<file path="src/rtl/pim_pkg.sv">
// pim_pkg: shared types and default sizing for the PIM command scheduler
package pim_pkg;
  localparam int PIM_NUM_REQ = 4;
  localparam int PIM_LEN = 10;
  localparam int PIM_SIZE_W = 5;
  localparam int PIM_ID_W = $clog2(PIM_NUM_REQ);
  localparam int PIM_MEM_ELEMENTS = 1024;
  localparam int PIM_MAX_MATRIX_SIZE = 16;
  typedef enum logic [1:0] {IDLE, ISSUE, WAIT, COMPLETE} sched_state_t;
  typedef struct packed {
    logic [PIM_LEN-1:0] src1;
    logic [PIM_LEN-1:0] src2;
    logic [PIM_LEN-1:0] dst;
    logic [PIM_SIZE_W-1:0] size;
    logic [PIM_ID_W-1:0] id;
    logic err;
  } cmd_t;
endpackage

</file>
<file path="src/rtl/pim_rr_arbiter.sv">
// pim_rr_arbiter: round-robin one-hot grant starting at a rotating pointer
module pim_rr_arbiter #(
  parameter int NUM_REQ = 4,
  localparam int IW = $clog2(NUM_REQ)
) (
  input  logic               clk,
  input  logic               rst,
  input  logic [NUM_REQ-1:0] req,
  input  logic               en,
  output logic [NUM_REQ-1:0] grant,
  output logic [IW-1:0]      idx
);
  localparam logic [NUM_REQ-1:0] ONE = 1;
  logic [IW-1:0] ptr;
  logic [IW-1:0] j;
  logic found;
  // first valid requester at or after the pointer, wrapping
  always_comb begin
    found = 1'b0;
    idx = '0;
    j = '0;
    for (int k = 0; k < NUM_REQ; k++) begin
      j = IW'((int'(ptr) + k) % NUM_REQ);
      if (!found && req[j]) begin
        found = 1'b1;
        idx = j;
      end
    end
    grant = (en && found) ? ONE << idx : '0;
  end
  // pointer moves past the winner only on a completed handshake
  always_ff @(posedge clk or negedge rst)
    if (!rst) ptr <= '0;
    else if (en && found) ptr <= (idx == IW'(NUM_REQ - 1)) ? '0 : idx + 1'b1;
endmodule

</file>
<file path="src/rtl/pim_cmd_scheduler.sv">
// pim_cmd_scheduler: arbitrates matmul commands into a FIFO and sequences the shared PIM engine
module pim_cmd_scheduler import pim_pkg::*; #(
  parameter int NUM_REQ = PIM_NUM_REQ,
  parameter int LEN = PIM_LEN,
  parameter int MEM_ELEMENTS = PIM_MEM_ELEMENTS,
  parameter int MAX_MATRIX_SIZE = PIM_MAX_MATRIX_SIZE,
  parameter int SIZE_W = PIM_SIZE_W,
  parameter int FIFO_DEPTH = 4,
  parameter int TIMEOUT_CYCLES = 4096,
  localparam int ID_W = $clog2(NUM_REQ),
  localparam int QW = $clog2(FIFO_DEPTH) + 1
) (
  input  logic                    clk,
  input  logic                    rst,
  input  logic [NUM_REQ-1:0]      req_valid,
  output logic [NUM_REQ-1:0]      req_ready,
  input  logic [NUM_REQ*LEN-1:0]  req_src1_addr,
  input  logic [NUM_REQ*LEN-1:0]  req_src2_addr,
  input  logic [NUM_REQ*LEN-1:0]  req_dst_addr,
  input  logic [NUM_REQ*SIZE_W-1:0] req_size,
  output logic                    eng_start,
  output logic [LEN-1:0]          eng_src1_addr,
  output logic [LEN-1:0]          eng_src2_addr,
  output logic [LEN-1:0]          eng_dst_addr,
  output logic [SIZE_W-1:0]       eng_size,
  input  logic                    eng_done,
  output logic                    eng_abort,
  output logic                    cpl_valid,
  output logic [ID_W-1:0]         cpl_id,
  output logic                    cpl_err,
  output logic                    busy,
  output logic [QW-1:0]           queue_level
);
  localparam int AW = $clog2(FIFO_DEPTH);
  localparam int CW = $clog2(TIMEOUT_CYCLES);
  localparam int W = LEN + 2 * SIZE_W;
  logic [NUM_REQ-1:0] grant;
  logic [ID_W-1:0] gidx;
  logic accept, pop, full;
  logic [LEN-1:0] sel_src1, sel_src2, sel_dst;
  logic [SIZE_W-1:0] sel_size;
  logic [W-1:0] area;
  cmd_t in_cmd, head, cmd;
  cmd_t fifo_q [FIFO_DEPTH];
  logic [AW-1:0] wp, rp;
  logic [QW-1:0] level;
  sched_state_t state;
  logic [CW-1:0] ctr;

  pim_rr_arbiter #(.NUM_REQ(NUM_REQ)) u_arb (
    .clk(clk),
    .rst(rst),
    .req(req_valid),
    .en(rst && !full),
    .grant(grant),
    .idx(gidx)
  );

  assign full = level == QW'(FIFO_DEPTH);
  assign accept = |grant;
  assign req_ready = grant;
  assign pop = state == IDLE && level != '0;
  assign head = fifo_q[rp];
  assign sel_src1 = req_src1_addr[gidx*LEN +: LEN];
  assign sel_src2 = req_src2_addr[gidx*LEN +: LEN];
  assign sel_dst = req_dst_addr[gidx*LEN +: LEN];
  assign sel_size = req_size[gidx*SIZE_W +: SIZE_W];
  assign eng_src1_addr = cmd.src1;
  assign eng_src2_addr = cmd.src2;
  assign eng_dst_addr = cmd.dst;
  assign eng_size = cmd.size;
  assign busy = state != IDLE || level != '0;
  assign queue_level = level;

  // range check at accept, evaluated wide enough that base+N*N cannot wrap
  always_comb begin
    area = W'(sel_size) * W'(sel_size);
    in_cmd.src1 = sel_src1;
    in_cmd.src2 = sel_src2;
    in_cmd.dst = sel_dst;
    in_cmd.size = sel_size;
    in_cmd.id = gidx;
    in_cmd.err = sel_size == '0 || sel_size > SIZE_W'(MAX_MATRIX_SIZE) ||
                 W'(sel_src1) + area > W'(MEM_ELEMENTS) ||
                 W'(sel_src2) + area > W'(MEM_ELEMENTS) ||
                 W'(sel_dst) + area > W'(MEM_ELEMENTS);
  end

  // FIFO storage needs no reset; occupancy is tracked by the pointers
  always_ff @(posedge clk)
    if (accept) fifo_q[wp] <= in_cmd;

  // FIFO pointers and occupancy; push and pop may coincide
  always_ff @(posedge clk or negedge rst)
    if (!rst) begin
      wp <= '0;
      rp <= '0;
      level <= '0;
    end else begin
      if (accept) wp <= wp + 1'b1;
      if (pop) rp <= rp + 1'b1;
      level <= level + QW'(accept) - QW'(pop);
    end

  // engine sequencing with registered one-cycle pulses and the hang timeout
  always_ff @(posedge clk or negedge rst)
    if (!rst) begin
      state <= IDLE;
      cmd <= '0;
      ctr <= '0;
      eng_start <= 1'b0;
      eng_abort <= 1'b0;
      cpl_valid <= 1'b0;
      cpl_id <= '0;
      cpl_err <= 1'b0;
    end else begin
      eng_start <= 1'b0;
      eng_abort <= 1'b0;
      cpl_valid <= 1'b0;
      cpl_id <= '0;
      cpl_err <= 1'b0;
      case (state)
        IDLE: if (pop) begin
          cmd <= head;
          state <= head.err ? COMPLETE : ISSUE;
          eng_start <= !head.err;
          cpl_valid <= head.err;
          cpl_id <= head.err ? head.id : '0;
          cpl_err <= head.err;
        end
        ISSUE: begin
          state <= WAIT;
          ctr <= '0;
        end
        WAIT: if (eng_done) begin
          state <= COMPLETE;
          cpl_valid <= 1'b1;
          cpl_id <= cmd.id;
          cpl_err <= cmd.err;
        end else if (ctr == CW'(TIMEOUT_CYCLES - 1)) begin
          state <= COMPLETE;
          eng_abort <= 1'b1;
          cpl_valid <= 1'b1;
          cpl_id <= cmd.id;
          cpl_err <= 1'b1;
        end else ctr <= ctr + 1'b1;
        default: state <= IDLE;
      endcase
    end
endmodule

</file>
<file path="config.mk">
export PLATFORM = sky130hd
export DESIGN_NAME = pim_cmd_scheduler
export DESIGN_NICKNAME = d
export VERILOG_FILES = /design/src/rtl/pim_pkg.sv /design/src/rtl/pim_rr_arbiter.sv /design/src/rtl/pim_cmd_scheduler.sv
export SDC_FILE = /design/constraint.sdc
export NUM_CORES = 1
export LEC_CHECK = 0
export CAP_MARGIN = 20
export CORE_ASPECT_RATIO = 1.5
export CORE_MARGIN = 3
export CORE_UTILIZATION = 45
export DETAILED_ROUTE_END_ITERATION = 6
export DONT_BUFFER_PORTS = 1
export PLACE_DENSITY = 0.71
export SLEW_MARGIN = 20
export SYNTH_ARGS = -nofsm -noshare
export SYNTH_HDL_FRONTEND = slang
export SYNTH_SLANG_ARGS = --single-unit
</file>
<file path="constraint.sdc">
create_clock -name clk -period 7.21 [get_ports clk]
set_input_delay 1.442 -clock clk [delete_from_list [all_inputs] [get_ports clk]]
set_output_delay 1.442 -clock clk [all_outputs]
set_load 0.01 [all_outputs]
</file>
==> results.yml, run 1 <==
hold_path:
  whs_endpoint: "cmd[1]"
  hold_class: "reg2reg"
  worstHoldStart: "cmd[1]"
  whs_path_depth: 2
detailed_routing:
  drt-wirelength-per-cell_microns: 19.5
  ant_nets: 0
  wirelength_microns: 26000
  dr.pass1.iters: 5
  route.detailed.drc: 0
  vias: 7497
  vias_per_cell: 5.61
  drt_iter0_drc: 422
timing:
  tightest_slew_ps: 1080
  period_share_pct: 93.1
  fin_skew_ps: 9.37
  setup_ws_ps: 496
  fmax_ghz: 0.149
  hold_viol: 0
  fin_crit_ps: 6710
  relSlewSlack_pct: 28.2
  rsz0062_at_grt: "false"
  report.final.setup_viol: 0
  final_max_slew_viol_count: 0
  holdWs_ps: 477
global_routing:
  grt_first_pass_wirelength_microns: 41300
  overflow: 0
  antenna_found_initial: 0
  first_global_vias: 7716
  grtUsageTotal_pct: 19.0
  grt_max_degree: 69
clock_tree:
  cts_hold_buf: 0
  insertion_delay_ps: 500
  cts_resized: 0
  cts_tree: "done"
  clk_pin_slew_worst_paths_ps: 60
  clk_path_buf_depth: 3
  post-cts-setup-buffer-count: 0
  cts_htree_levels: 1
  cts_sinks: 219
  cts_buffers: 21
  cts_root_buffer: "clkbuf_16"
setup_path:
  worst_ep_arrival_time_ps: 6910
  r2r-end: "fifo_q[1][0]"
  crit_type: "in2reg"
  r2r_cells: 28
  worst_setup_path_start_kind: "input pin"
  path_max_fanout: 13
  r2r_slack_ps: 940
  r2r-start: "u_arb.ptr[1]"
  required_ps: 7410
  cp-end-kind: "flip-flop"
final_layout:
  n_antenna_cell: 0
  syn_to_final_growth_pct: 8.27
  nNetsFinal: 1198
  final_util_pct: 49.8
  drive_gt1_share_pct: 13.5
floorplanning:
  core-area_sq_um: 25100
  start_util_pct: 46.0
  io_pins: 196
  die_x_microns: 137
  die_h_microns: 202
  num_rows: 71
  die-area_sq_um: 27700
placement:
  place.port_buffers: 0
  post-dp-hpwl_microns: 18700
  place_ws_ps: -119
  gp_congestion: 0.950
logic_synthesis:
  yosys_most_used_dff: "edfxtp_1"
  yosysUniqueCellTypes: 64
  ys_async_sr_fraction_pct: 30.6
  post_synth_inst_count: 1013
  syn_avg_cell_area_sq_um: 11.4
  ys_ff_latch: 219
  synth_nets: 1218
  synth_edf_count: 152
  ys_warn_count: 0
  synth_area_sq_um: 11600
  yosysSeqAreaShare_pct: 54.0
outcome:
  status: "finished, final reports clean"
flow_run:
  cap_viol_max_count: 0
==> cells in the mapped netlist (all sizes together), types with 3 or more instances <==
master	number	area share, %
nand2	260	8.4
edfxtp	152	39
dfrtp	67	15
ha	55	6.0
buf	52	2.8
nor2	40	1.5
a21oi	39	1.7
mux4	38	7.4
inv	31	1.0
a31oi	29	1.6
and3	29	1.6
o21ai	25	1.1
clkbuf	23	0.75
xnor2	19	1.4
nand3	15	0.65
nor3	11	0.48
o21bai	11	0.71
xor2	11	0.83
and2	10	0.54
mux2i	9	0.78
nand4	7	0.38
a21o	5	0.32
mux2	5	0.55
nand2b	5	0.27
nor2b	5	0.27
or3	5	0.27
a211oi	4	0.26
a221oi	4	0.45
nor4	4	0.22
a21boi	3	0.19
a22o	3	0.23
fa	3	0.52
o2111ai	3	0.23
o21a	3	0.19
==> logic make-up after synthesis <==
group                    after synthesis  synth area share, %
AND/OR/NAND/NOR                      400                 15.3
flip-flops                           219                 54.0
AO/OA/AOI/OAI                        147                 8.44
buffers and inverters                107                 4.74
adder cells (fa/ha/maj)               58                 6.47
multiplexers                          52                 8.74
XOR/XNOR                              30                 2.27
==> critical path, cell delays in order <==
cell,delay [ps]
a21boi_1,230
o22ai_4,140
nor2_8,180
clkinv_8,110
mux2i_1,130
mux2_4,270
inv_1,70
nand2_1,70
fa_1,490
fa_1,520
inv_1,40
ha_1,280
a31o_2,200
ha_1,290
buf_4,150
a21oi_1,190
o21bai_1,90
a21oi_1,180
xnor2_1,220
ha_1,260
nand2b_1,150
o21ai_0,80
nor4_1,190
o21ai_0,130
nor3_1,200
o2111ai_1,150
o41ai_2,260
o2111ai_2,200
==> stage by stage <==
step / cell area [sq um] / TNS [ps] / instances
after floorplan: 11600 / 0 / 1013
after global placement: 11800 / 0 / 1298
after detailed placement: 11800 / -476 / 1298
after CTS: 12500 / 0 / 1336
after global routing: 12500 / 0 / 1336
final: 12500 / 0 / 1336
==> area by class of cell <==
type / instances / area (sq um)
Tap cell: 328 / 410
Timing Repair Buffer: 32 / 240
Multi-Input combinational cell: 687 / 4800
Sequential cell: 219 / 6240
Fill cell: 2150 / 12600
Clock inverter: 14 / 139
Clock buffer: 24 / 547
Inverter: 32 / 133
==> routing by layer <==
| metal | part of all wire (%) | GRT usage, % | vias up |
|---|---|---|---|
| met5 | 0 | 0 | - |
| met4 | 2.5 | 5.17 | 0 |
| met3 | 5.7 | 2.44 | 43 |
| met2 | 52 | 34.0 | 247 |
| met1 | 40 | 24.0 | 3625 |
| li1 | - | - | 3582 |
==> registers in the layout, summed over array words and instances (netlist names), 2 cells and up <==
name and flops:
fifo_q 152, eng_dst_addr 10, wp 2, cpl_id 2
ctr 12, queue_level 3, rp 2, state 2
eng_src1_addr 10, eng_src2_addr 10, eng_size 5, cmd 3
u_arb.ptr 2
==> layout by cell type (no fill, tap or decap), types with 5 or more instances in the layout <==
cell type,synthesis,routed
nor2b_1,5,5
edfxtp_1,152,152
nand2_1,260,260
and3_1,29,29
xor2_1,11,11
a21oi_1,38,38
nand4_1,7,7
dfrtp_1,67,66
ha_1,55,55
mux2i_1,9,9
mux4_2,38,38
clkbuf_16,0,21
buf_4,35,32
nor2_1,38,38
or3_1,5,5
xnor2_1,19,19
a21o_1,5,5
o21bai_1,11,11
nand3_1,15,15
a31oi_1,29,29
and2_1,10,6
nor3_1,11,11
inv_1,30,30
o21ai_0,25,25
==> worst max-delay path by stage <==
stage | start | endpoint | slack [ps] | depth (start not counted)
2_1_floorplan | req_valid[1] | fifo_q[0][0] | 110 | 26
3_3_place_gp | req_valid[1] | fifo_q[0][0] | 90 | 27
3_5_place_dp | req_valid[1] | fifo_q[2][0] | -120 | 27
4_1_cts | req_valid[1] | fifo_q[3][0] | 380 | 27
5_1_grt | req_valid[1] | fifo_q[3][0] | 70 | 28
6_report | req_valid[1] | fifo_q[1][0] | 500 | 28
Power of run 1 is not shown: default switching activity piles up to over one toggle a cycle in this logic, so the estimate is an artifact.
==> inputs of run 2 (changes only) <==
--- a/config.mk
+++ b/config.mk
@@ -5,6 +5,7 @@
 export SDC_FILE = /design/constraint.sdc
 export NUM_CORES = 1
 export LEC_CHECK = 0
+export ABC_AREA = 1
 export CAP_MARGIN = 20
 export CORE_ASPECT_RATIO = 1.5
 export CORE_MARGIN = 3
==> run 2 against run 1 <==
Effect of this change:
- wire length up 11%
- area after synthesis up 4.3%
- maximum frequency up 1.2%
- sequential share of layout area down 1.8 points
- critical path depth up 9
- global-route usage up 0.73 points
- final cell count up 23%
- first-iteration DRC count up 52%
- count of clock-buffer cells in the layout up 4
- via count up 19%
- final area up 3.8%
- largest cell class unchanged
- highest routed layer unchanged
==> results.yml, run 2 <==
logic_synthesis:
  netlist.area_leader.share_pct: 37.9
  syn_avg_cell_area_sq_um: 9.08
  post_synth_inst_count: 1327
  yosysSeqAreaShare_pct: 51.8
  ys_top_cells_by_area: "edfxtp_1 (38%), dfrtp_1 (14%), nor2_1 (7.3%)"
  ys_warn_count: 0
  synth_commonest_cells: "nor2_1 (236), nand2_1 (230), edfxtp_1 (152), inv_1 (107), o21ai_0 (98)"
  yosysUniqueCellTypes: 54
  synth_nets: 1532
  ys_async_sr_fraction_pct: 30.6
  synthXorXnorAreaFrac_pct: 1.53
  yosysTopAreaCell: "edfxtp_1"
  yosys_most_used_dff: "edfxtp_1"
  synth_top_family_by_area: "simple AND/OR/NAND/NOR gates"
  synth_adder_area_share_pct: 6.21
  synthMuxAreaShare_pct: 0
  yosys.area_share.simple_pct: 19.6
  ys_ff_latch: 219
  synth_edf_count: 152
  yosysMostFrequentCell: "nor2_1"
  synth_area_sq_um: 12100
  synth-compound-area-share_pct: 13.1
clock_tree:
  clk_pin_slew_worst_paths_ps: 60
  cts_buffers: 20
  post-cts-setup-buffer-count: 0
  clk_path_buf_depth: 3
  cts_hold_buf: 0
  insertion_delay_ps: 490
  cts_root_buffer: "clkbuf_16"
  cts_sinks: 219
  cts_htree_levels: 1
  cts_tree: "done"
  cts_resized: 0
detailed_routing:
  drt-wirelength-per-cell_microns: 17.6
  wirelength_microns: 29000
  vias: 8898
  ant_nets: 0
  route.detailed.drc: 0
  dr.pass1.iters: 7
  vias_per_cell: 5.41
  drt_iter0_drc: 641
placement:
  post-dp-hpwl_microns: 20500
  placedCellCount: 1609
  gp_congestion: 0.945
  place.port_buffers: 0
  place_ws_ps: -51.6
floorplanning:
  die-area_sq_um: 28800
  die_h_microns: 206
  start_util_pct: 46.1
  io_pins: 196
  die_x_microns: 140
  core-area_sq_um: 26100
  num_rows: 72
hold_path:
  whs_path_depth: 2
  whs_endpoint: "cmd[0]"
  hold_class: "reg2reg"
  worstHoldStart: "cmd[0]"
final_layout:
  nFillCells: 2389
  final_common_cell: "nor2_1"
  n_antenna_cell: 0
  reg_top3: "fifo_q (152), ctr (12)"
  layout.cells.non_filler: 1645
  drive_gt1_share_pct: 9.60
  mostFrequentLayoutCells: "nor2_1 (231), nand2_1 (230), edfxtp_1 (152)"
  syn_to_final_growth_pct: 7.81
  top_register: "fifo_q"
  nNetsFinal: 1503
  largest_register_ffs: 152
flow_run:
  cap_viol_max_count: 0
setup_path:
  r2r_slack_ps: 710
  cp-end-kind: "flip-flop"
  r2r-start: "u_arb.ptr[0]"
  r2r_cells: 38
  worst_ep_arrival_time_ps: 6840
  slowest_stage: "fa_1"
  worst_setup_path_start_kind: "input pin"
  crit_top_cell: "nand2_1"
  r2r-end: "fifo_q[3][0]"
  path_max_fanout: 8
  required_ps: 7420
  crit_path_start: "req_valid[1]"
  crit_type: "in2reg"
  slowest_delay_ps: 530
timing:
  final_max_slew_viol_count: 0
  holdWs_ps: 512
  report.final.setup_viol: 0
  period_share_pct: 92.0
  finalSetupTns_ps: 0
  fin_skew_ps: 11.2
  setup_ws_ps: 573
  fin_crit_ps: 6640
  relSlewSlack_pct: 36.3
  hold_viol: 0
  tightest_slew_ps: 953
  rsz0062_at_grt: "false"
  fmax_ghz: 0.151
global_routing:
  grt_first_pass_wirelength_microns: 45700
  grt_max_degree: 80
  antenna_found_initial: 0
  first_global_vias: 8803
  grtUsageTotal_pct: 19.7
  overflow: 0
outcome:
  status: "finished, final reports clean"
[run 2: changes by cell type after synthesis, sizes merged, moves of 29 or more]
cell and change:
o21ai +79, inv +82, nand3 +30, mux4 -38
and3 -29, nor2 +201
[run 2: cell families after synthesis]
kind of cell / count (synthesis)
flops: 219
simple gates: 564
compound gates: 259
buf+inv: 206
fa+ha+maj: 58
xor+xnor: 21
[run 2: final cells by class]
type | instances | area (sq um) | area share, %
Multi-Input combinational cell | 902 | 4920 | 37.8
Clock inverter | 8 | 115 | 0.886
Tap cell | 333 | 417 | 3.21
Timing Repair Buffer | 40 | 300 | 2.31
Clock buffer | 28 | 572 | 4.40
Inverter | 115 | 432 | 3.32
Sequential cell | 219 | 6240 | 48.0
[run 2: worst max path at each step]
stage / to / slack [ps] / cells past startpoint
after floorplan: fifo_q[0][0] / 210 / 37
final: fifo_q[3][0] / 570 / 37
after CTS: fifo_q[3][0] / 440 / 33
after global routing: fifo_q[3][0] / 30 / 38
after global placement: fifo_q[2][0] / 100 / 34
after detailed placement: fifo_q[3][0] / -50 / 35
[run 2: worst max-delay path, delay by kind of cell]
kind | cells | cell delay [ps]
fa+ha+maj | 5 | 1880
simple gates | 19 | 1870
compound gates | 7 | 1140
buf+inv | 5 | 300
xor+xnor | 1 | 150
[run 2: metal layers]
metal / up-vias / track usage [%] / routed length [microns]
met2: 271 / 36.5 / 14900
met5: - / 0 / 0
met4: 0 / 6.54 / 874
met3: 46 / 2.15 / 1420
li1: 4420 / - / -
met1: 4161 / 23.9 / 11800
[run 2: per-stage QoR]
stage / utilization, % / area [sq um]
3_5_place_dp: 47.1 / 12300
2_1_floorplan: - / 12100
5_1_grt: 49.7 / 13000
6_report: 49.7 / 13000
4_1_cts: 49.7 / 13000
3_3_place_gp: 47.1 / 12300
Power of run 2 is left out for the same reason.
==> edit 1 (config.mk and constraints of run 1) <==
The parameter `FIFO_DEPTH` goes from 4 to 8.
--- a/src/rtl/pim_cmd_scheduler.sv
+++ b/src/rtl/pim_cmd_scheduler.sv
@@ -6,5 +6,5 @@
   parameter int MAX_MATRIX_SIZE = PIM_MAX_MATRIX_SIZE,
   parameter int SIZE_W = PIM_SIZE_W,
-  parameter int FIFO_DEPTH = 4,
+  parameter int FIFO_DEPTH = 8,
   parameter int TIMEOUT_CYCLES = 4096,
   localparam int ID_W = $clog2(NUM_REQ),
Ports: changed (resized queue_level); port bits go from 196 to 197. The function was not compared with the original's and may differ.
==> edit 1 against run 1 <==
Largest cell class unchanged. Hold slack gained 0.019 ns. Worst setup slack got worse by 0.059 ns. Routed wire length is 54% higher. Cell area is 55% higher. Count of clock-buffer cells in the layout increased by 24. Sequential cell count is 155 higher. Via count is 37% higher. Synthesized area rose by 52%. Fmax down 0.88%.
==> edit 1: results (changes against run 1) <==
metric;value;unit;change
skew final;0.0159;ns;+0.00649 ns
Power, Total;10.6;mW;
Placer Congestion;0.898;;-5.4%
register area share after synthesis;0.619;;+0.0787
initial drt markers;688;;+63%
crit-path leading delay family;adder cells;;
synth unique cells;66;;+3.1%
non-clk buf share;0.0213;;+0.00209
Setup WS pre-CTS;-0.295;ns;-0.175 ns
layout cells sized above 1;0.170;;+0.0347
Global Route Usage Sum;0.193;;+0.00303
clkbuf count;48;;+100%
xor/xnor share of the synthesized area;0.0159;;-0.00680
Inst Count DP;1708;;+32%
Worst Tran Pin Value;1.13;ns;+0.0568 ns
FF+latch area;10900;um2;+74%
initial antenna violation count;3;;+3
inverters;36;;+13%
Adder-Cell Fraction of Synth Area;0.0440;;-0.0208
final core area utilization;0.505;;+0.00710
outcome;finished clean;;
syn_area_per_cell;14.1;um2;+24%
Post-Route WL;40000;um;+54%
bufs w/o clock;53;;+66%
wire per inst;22.5;um;+16%
metal2 WL;20100;um;+49%
[edit 1: cell types whose count changed in the layout (fill, tap and decap cells not counted), moves of 8 or more]
cell	before	now
edfxtp_1	152	304
nand2_1	260	187
mux2i_1	9	50
mux4_2	38	77
o21ai_0	25	64
a21oi_1	38	18
buf_4	32	51
clkbuf_16	21	37
xor2_1	11	20
clkbuf_1	2	10
o21bai_1	11	3
[edit 1: worst paths after layout]
check,from,end,cells past startpoint,slack [ns]
max reg2reg,u_arb.ptr[1],fifo_q[7][0],26,0.79
min,cmd[1],cpl_id[0],2,0.50
max,req_valid[2],fifo_q[7][0],26,0.44
min reg2reg,cmd[1],cpl_id[0],2,0.50
max in group asynchronous,rst,rp[0],0,6.45
min in group asynchronous,rst,eng_src2_addr[0],0,0.61
[edit 1: logic make-up after synthesis]
family                     Yosys count
DFF                                374
and+or+nand+nor                    349
buffers and inverters              123
AOI/OAI and AO/OA                  175
xor gates and xnor gates            32
adders and majority gates           60
muxes                              134
==> edit 2 (settings of run 1) <==
Made on the original files. Put one more register stage on the output `queue_level`, without a reset. The value now appears one clock later. The other outputs are not delayed to match.
--- a/src/rtl/pim_cmd_scheduler.sv
+++ b/src/rtl/pim_cmd_scheduler.sv
@@ -71,5 +71,7 @@
   assign eng_size = cmd.size;
   assign busy = state != IDLE || level != '0;
-  assign queue_level = level;
+  always_ff @(posedge clk) begin
+    queue_level <= level;
+  end
 
   // range check at accept, evaluated wide enough that base+N*N cannot wrap
Behaviour: not the same (Yosys sat finds a counterexample within 4 cycles, from zero or initial values and one cycle with rst low).
==> edit 2 against run 1 <==
Utilization up 0.63 points. Synthesized area up 0.73%. Cell area up 2.0%. Critical path depth down 1. Worst setup slack worse by 0.24 ns. Hold slack worse by 0.040 ns. Sequential share of layout area down 0.50 points. Routed wire length up 6.0%. Sequential cell count up 3. Non-clock buffer count up 24. Via count up 3.4%. Die area up 0.70%. Count of clock-buffer cells in the layout up 5.
Power is not shown: default switching activity piles up to over one toggle a cycle in this logic, so the estimate is an artifact.
==> edit 2: results (changes against run 1) <==
metric;value;unit;change
syn_area_per_cell;11.4;um2;-0.36%
top cells by count, synth;nand2_1 (262), edfxtp_1 (152), dfrtp_1 (67), ha_1 (55), nor2_1 (45);;
worst hold margin;0.437;ns;-0.0400 ns
metal2 WL;14500;um;+7.4%
crit path max-delay cell type;or4_4;;
outcome;finished clean;;
Fillers;2206;;+2.6%
crit path DAT;7.17;ns;+0.26 ns
fraction of area in multi-input gates;0.378;;-0.00592
multi-input gate count;690;;+0.44%
synth top area cells;edfxtp_1 (39%), dfrtp_1 (14%), nand2_1 (8.4%);;
Async SR Flop Fraction;0.302;;-0.00413
placed inst area;12100;um2;+2.4%
cell area after layout;12800;um2;+2.0%
Placer Congestion;0.883;;-7.1%
non-clk buf share;0.0339;;+0.0147
Inst Count DP;1332;;+2.6%
first-pass GRT wire length;43000;um;+4.1%
Worst Setup SP;req_valid[0];;
synth unique cells;67;;+4.7%
met1 usage;0.244;;+0.00417
clkbuf count;29;;+21%
drt pass-1 iters;4;;-1
layout cells sized above 1;0.149;;+0.0137
Worst Tran Pin Value;1.06;ns;-0.0136 ns
bufs w/o clock;56;;+75%
crit path capture;fifo_q[0][0];;
R2R depth;26;;-7.1%
register bit total from synthesis;222;;+1.4%
fraction of area in registers;0.494;;-0.00502
wire per inst;20.1;um;+3.3%
WHS Endpoint;queue_level[0];;
skew final;0.0134;ns;+0.00408 ns
vias in the first global route;8024;;+4.0%
met2 usage;0.358;;+0.0183
R2R Path End;fifo_q[0][0];;
nets;1233;;+2.9%
hold path startpoint;level[0];;
initial drt markers;421;;-0.24%
metal3 WL;1480;um;-0.54%
DP HPWL;20200;um;+8.3%
Reg2Reg Setup Slack;0.86;ns;-0.08 ns
Post-Route WL;27600;um;+6.0%
Cells on Worst Hold Path;0;;-2
Worst path max stage delay;0.56;ns;+0.04 ns
vias post-DR;7750;;+3.4%
GR Layer Usage met3;0.0275;;+0.00311
Crit Path Max Fanout;17;;+4
clk tree area frac;0.0508;;-0.00401
==> edit 2: changes by cell type after synthesis, moves of 6 or more <==
cell	before	now
a21oi_1	38	25
nor2_1	38	45
o21bai_1	11	3
inv_1	30	36
==> edit 2: kinds of logic (layout without fill, tap and decap cells) <==
logic type,after synthesis,after routing,share of synthesized area
muxes,58,58,0.0918
and+or+nand+nor,416,416,0.158
xor gates and xnor gates,23,23,0.0173
DFF,222,222,0.541
buffers and inverters,112,131,0.0491
AOI/OAI and AO/OA,135,135,0.0779
adders and majority gates,58,58,0.0643
==> edit 2: what timing repair did <==
action / 4_1_cts / 5_1_grt
buffers inserted: 0 / 1
endpoints found under the setup margin: 0 / 4
resized for setup: 0 / 3
hold buffers: 0 / 0
==> edit 2: stage by stage <==
step,worst slack (ns),TNS [ns]
floorplan,0.0141,0
global placement,-0.241,-0.963
detailed placement,-0.363,-1.45
CTS,0.139,0
global route,0.00982,0
finish,0.255,0
